## config.mk

```make
export PLATFORM = sky130hd
export DESIGN_NAME = pwm_modulator
export DESIGN_NICKNAME = d
export VERILOG_FILES = /design/src/rtl/pwm_modulator.sv
export SDC_FILE = /design/constraint.sdc
export NUM_CORES = 1
export LEC_CHECK = 0
export ABC_AREA = 1
export BUFFER_PORTS_ARGS = -buffer_cell sky130_fd_sc_hd__buf_2
export CAP_MARGIN = 20
export CORE_MARGIN = 1
export CORE_UTILIZATION = 62
export DETAILED_ROUTE_END_ITERATION = 6
export GPL_ROUTABILITY_DRIVEN = 0
export MAX_ROUTING_LAYER = met4
export PLACE_DENSITY = 0.84
export SLEW_MARGIN = 20
export SYNTH_ARGS = -nofsm -noshare
export SYNTH_HDL_FRONTEND = slang
export SYNTH_SLANG_ARGS = --single-unit
```

## constraint.sdc

```tcl
create_clock -name clk -period 3.15 [get_ports clk]
set_clock_uncertainty 0.15 [all_clocks]
set_input_delay 0.315 -clock clk [delete_from_list [all_inputs] [get_ports clk]]
set_output_delay 0.315 -clock clk [all_outputs]
set_load 0.05 [all_outputs]
```

## src/rtl/pwm_modulator.sv

```systemverilog
// PWM DAC back end: rounds/saturates 16-bit samples to CNT_BITS duty, double-buffers them
// (pending -> active) so duty changes only on period boundaries, and drives a registered PWM pin.
module pwm_modulator #(
    parameter int CNT_BITS = 10
) (
    input  logic        clk,
    input  logic        rst_n,
    input  logic        en,
    input  logic [15:0] val,
    input  logic        val_valid,
    output logic        val_ready,
    output logic        pwm_out,
    output logic        period_start,
    output logic        underrun,
    output logic        busy
);

    localparam int SH = 16 - CNT_BITS;
    localparam logic [CNT_BITS-1:0] MAX = '1;

    typedef enum logic [1:0] {IDLE, RUN, DRAIN} state_t;

    state_t              r_state, w_state_nxt;
    logic [CNT_BITS-1:0] r_cnt, w_cnt_nxt;
    logic [CNT_BITS-1:0] r_duty_pend, r_duty_act, w_duty;
    logic                r_pend_valid;
    logic                r_pwm, r_ps, r_ur;
    logic                w_pwm_nxt, w_ps_nxt, w_ur_nxt;
    logic                w_load, w_accept, w_wrap;
    logic [16:0]         w_sum, w_d;

    // Round half-up to CNT_BITS, then clamp: a carry past MAX saturates instead of wrapping to 0.
    assign w_sum  = {1'b0, val} + (17'd1 << (SH - 1));
    assign w_d    = w_sum >> SH;
    assign w_duty = (w_d > {{(17-CNT_BITS){1'b0}}, MAX}) ? MAX : w_d[CNT_BITS-1:0];

    assign val_ready    = ~r_pend_valid;
    assign w_accept     = val_valid & ~r_pend_valid;
    assign w_wrap       = (r_cnt == MAX);
    assign busy         = (r_state != IDLE);
    assign pwm_out      = r_pwm;
    assign period_start = r_ps;
    assign underrun     = r_ur;

    always_comb begin
        w_state_nxt = r_state;
        w_cnt_nxt   = r_cnt;
        w_load      = 1'b0;
        w_pwm_nxt   = 1'b0;
        w_ps_nxt    = 1'b0;
        w_ur_nxt    = 1'b0;
        case (r_state)
            IDLE: begin
                w_cnt_nxt = '0;
                if (en && r_pend_valid) begin
                    w_state_nxt = RUN;
                    w_load      = 1'b1;
                    w_ps_nxt    = 1'b1;
                end
            end
            RUN: begin
                w_cnt_nxt = CNT_BITS'(r_cnt + 1'b1);
                w_pwm_nxt = (r_cnt < r_duty_act);
                if (w_wrap) begin
                    w_ps_nxt = 1'b1;
                    if (r_pend_valid) w_load   = 1'b1;
                    else              w_ur_nxt = 1'b1;
                end
                if (!en) w_state_nxt = DRAIN;
            end
            DRAIN: begin
                w_cnt_nxt = CNT_BITS'(r_cnt + 1'b1);
                w_pwm_nxt = (r_cnt < r_duty_act);
                // Wrap wins over a late en: restart goes through IDLE so the load happens there.
                if (w_wrap)  w_state_nxt = IDLE;
                else if (en) w_state_nxt = RUN;
            end
            default: w_state_nxt = IDLE;
        endcase
    end

    always_ff @(posedge clk or negedge rst_n) begin
        if (!rst_n) begin
            r_state      <= IDLE;
            r_cnt        <= '0;
            r_pend_valid <= 1'b0;
            r_duty_pend  <= '0;
            r_duty_act   <= '0;
            r_pwm        <= 1'b0;
            r_ps         <= 1'b0;
            r_ur         <= 1'b0;
        end else begin
            r_state <= w_state_nxt;
            r_cnt   <= w_cnt_nxt;
            r_pwm   <= w_pwm_nxt;
            r_ps    <= w_ps_nxt;
            r_ur    <= w_ur_nxt;
            // Load needs a full buffer and accept an empty one, so they never coincide.
            if (w_load) begin
                r_duty_act   <= r_duty_pend;
                r_pend_valid <= 1'b0;
            end else if (w_accept) begin
                r_duty_pend  <= w_duty;
                r_pend_valid <= 1'b1;
            end
        end
    end

endmodule

```

==> flow_metrics.py <==
metrics = {
    "status": {
        "status": "complete, no violations",
    },
    "die": {
        "dieHeight_um": 59.8,
        "initial_core_util_pct": 66.9,
        "ios": 25,
        "core_mm2": 0.00310,
        "die_w_um": 59.8,
        "placement_rows": 20,
        "die_area_mm2": 0.00358,
    },
    "critical_path": {
        "path_delay_family": "simple AND/OR/NAND/NOR gates",
        "crit_path_start_kind": "register",
        "timing_worst_setup_path_type": "register to register",
        "cp.arrival_ps": 2040,
        "reg2reg_from": "r_cnt[1]",
        "regToRegSetupSlack_ps": 1190,
        "path_max_fanout": 13,
        "r2r_cells": 8,
        "crit_top_cell": "nand2_1",
        "crit_required_ps": 3240,
        "end_kind": "register",
        "rr_endpoint": "r_duty_act[2]",
        "cpPeakStageDelay_ps": 420,
        "path_buf_inv": 1,
        "crit_chain": "ha_1 > inv_1 > nor2_4 > nand3_2 > o21ai_4 > nand2_2 > nand2_1 > nand2_1",
        "cp_slowest_cell": "dfrtp_1",
    },
    "detailed_routing": {
        "first_pass_iters": 5,
        "drc": 0,
        "drt_iter0_markers": 102,
        "vias": 1799,
        "drt_wl_total_mm": 4.00,
        "via_per_inst": 5.44,
        "ant_nets": 0,
        "wl_per_cell_um": 12.1,
    },
    "synth": {
        "ys_types": 31,
        "syn_inst": 262,
        "ys_seq_area_share_pct": 43.4,
        "syn_avg_cell_area_um2": 7.92,
        "ys_ff_latch": 36,
        "ys.warnings.count": 0,
        "syn_nets": 297,
        "syn_area_mm2": 0.00207,
    },
    "timing": {
        "slew_headroom_pct": 48.9,
        "fin_ws_ps": 1190,
        "drv_slew": 0,
        "fmax_ghz": 0.511,
        "min_period_over_period_pct": 62.1,
        "fin_setup_tns_ps": 0,
        "min_period_ps": 1960,
        "finalHoldViolations": 0,
        "worstMarginPinSlew_ps": 767,
        "rsz0062_at_grt": "no",
        "setup_violations": 0,
    },
    "grt": {
        "grt.overflow.total": 0,
        "grt_first_pass_wirelength_mm": 6.58,
        "grt_usage_pct": 25.5,
        "grt_pass1_vias": 1567,
        "grt_max_degree": 37,
        "antenna_found_initial": 0,
    },
    "pwr": {
        "peakVddDrop_mv": 0.650,
        "p_per_area_mw_per_mm2": 807,
        "total_power_mw": 1.85,
        "leakage_nw": 1.16,
    },
    "clock_tree": {
        "h-tree-depth": 2,
        "path_clk_slew_ps": 110,
        "clock_tree.root_cell": "clkbuf_4",
        "clock_latency_ps": 350,
        "cts_resized": 0,
        "cts_buffer_depth": 2,
        "numCtsBuffers": 5,
        "cts_tree": "done",
        "clock_sinks": 36,
    },
    "placed_design": {
        "io_buffers": 19,
        "place_ws_ps": 1210,
        "post-dp-hpwl_mm": 2.90,
    },
    "min_path": {
        "hold_depth": 3,
        "hp-start": "val_valid",
        "hold-path-endpoint": "r_pend_valid",
        "hold_path_class": "input port to register",
    },
    "flow_run": {
        "drv_cap": 0,
    },
    "layout": {
        "diodes": 0,
        "nNetsFinal": 321,
        "drive_above_1_share_pct": 13.2,
        "final_common_cell": "nand2_1",
        "layout_common_cells": "65 x nand2_1, 36 x dfrtp_1, 33 x nor2_1",
        "area_delta_synth_final_pct": 10.6,
    },
}
metal layers:
layer | vias up | part of all wire (%) | GRT usage [%]
li1 | 900 | - | -
met1 | 838 | 48 | 33.5
met2 | 53 | 46 | 39.8
met3 | 8 | 4.9 | 6.06
met4 | 0 | 1.5 | 6.31
met5 | - | 0 | -
how the worst max path moves through the flow:
stage,from,endpoint,cells past startpoint
floorplan,r_state[0],r_cnt[7],6
global placement,r_cnt[1],r_duty_act[0],8
detailed placement,r_cnt[1],r_duty_act[9],8
CTS,r_cnt[1],r_duty_act[9],8
global route,r_cnt[1],r_duty_act[9],8
finish,r_cnt[1],r_duty_act[2],8
cell families after synthesis:
family          count (synthesis)  share of synthesized area, %
xor+xnor                        9                          3.80
buf+inv                        34                          6.57
simple gates                  137                          28.5
fa+ha+maj                      15                          9.05
compound gates                 31                          8.63
flops                          36                          43.4
worst reg2reg max path, delay by kind of cell, from the launching register on:
family,cells,cell delay (ps)
AO/OA/AOI/OAI,1,350
AND/OR/NAND/NOR,5,630
buffers and inverters,1,80
flip-flops,1,420
adder cells (fa/ha/maj),1,220
per-stage QoR:
step | util, % | hold slack, ps | cell area, um^2 | cells
2_1_floorplan | - | -131 | 2070 | 262
4_1_cts | 74.0 | 93.7 | 2290 | 331
5_1_grt | 74.0 | 91.8 | 2290 | 331
3_3_place_gp | 71.2 | 281 | 2210 | 322
6_report | 74.0 | 86.2 | 2290 | 331
3_5_place_dp | 71.2 | 285 | 2210 | 322
Yosys cell counts:
library cell  instances  area [um^2]
nand3_1              24          120
nand2_1              65          244
nor2_1               33          124
and3_1                1         6.26
nand4_1               5         31.3
o21ai_0               4         20.0
o22a_1                1         8.76
nor3_1                2         10.0
dfrtp_1              36          901
o22ai_1               1         6.26
buf_6                 1         11.3
nand3_2               1         10.0
inv_1                25         93.8
clkinv_1              1         3.75
o21ai_4               1         16.3
a21oi_1              18         90.1
inv_2                 4         15.0
o21ai_1               3         15.0
ha_1                 15          188
nor2_2                1         6.26
xnor2_1               3         26.3
clkbuf_1              2         7.51
a21o_1                1         7.51
buf_2                 1         5.00
o21bai_1              1         7.51
nor2_4                1         11.3
nor4_1                1         6.26
nand2_2               2         12.5
nor3_2                1         10.0
o21a_1                1         7.51
xor2_1                6         52.6
power by group:
part	leakage (nW)	internal [mW]	switching [mW]
Sequential	0.445	0.633	0.110
Clock	0.0422	0.166	0.155
Combinational	0.671	0.260	0.529
Total	1.16	1.06	0.793
registers in the layout, indices dropped and copies added (netlist names):
| register | cells |
|---|---|
| r_pend_valid | 1 |
| underrun | 1 |
| r_cnt | 10 |
| r_state | 2 |
| pwm_out | 1 |
| period_start | 1 |
| r_duty_act | 10 |
| r_duty_pend | 10 |
final cells by class:
| class | count | area, um^2 |
|---|---|---|
| clock buffers | 6 | 41.3 |
| clock inverters | 2 | 35.0 |
| fillers | 259 | 808 |
| inverters | 30 | 113 |
| multi-input cells | 192 | 1040 |
| flip-flops and latches | 36 | 901 |
| well taps | 44 | 55.1 |
| repair buffers | 21 | 113 |
repair_timing:
| item | in CTS | in global routing |
|---|---|---|
| hold endpoints to repair | 36 | 0 |
| hold buffers | 1 | 0 |
| setup buffers | 0 | 0 |
Note: power is estimated with default switching activity, not from simulation.
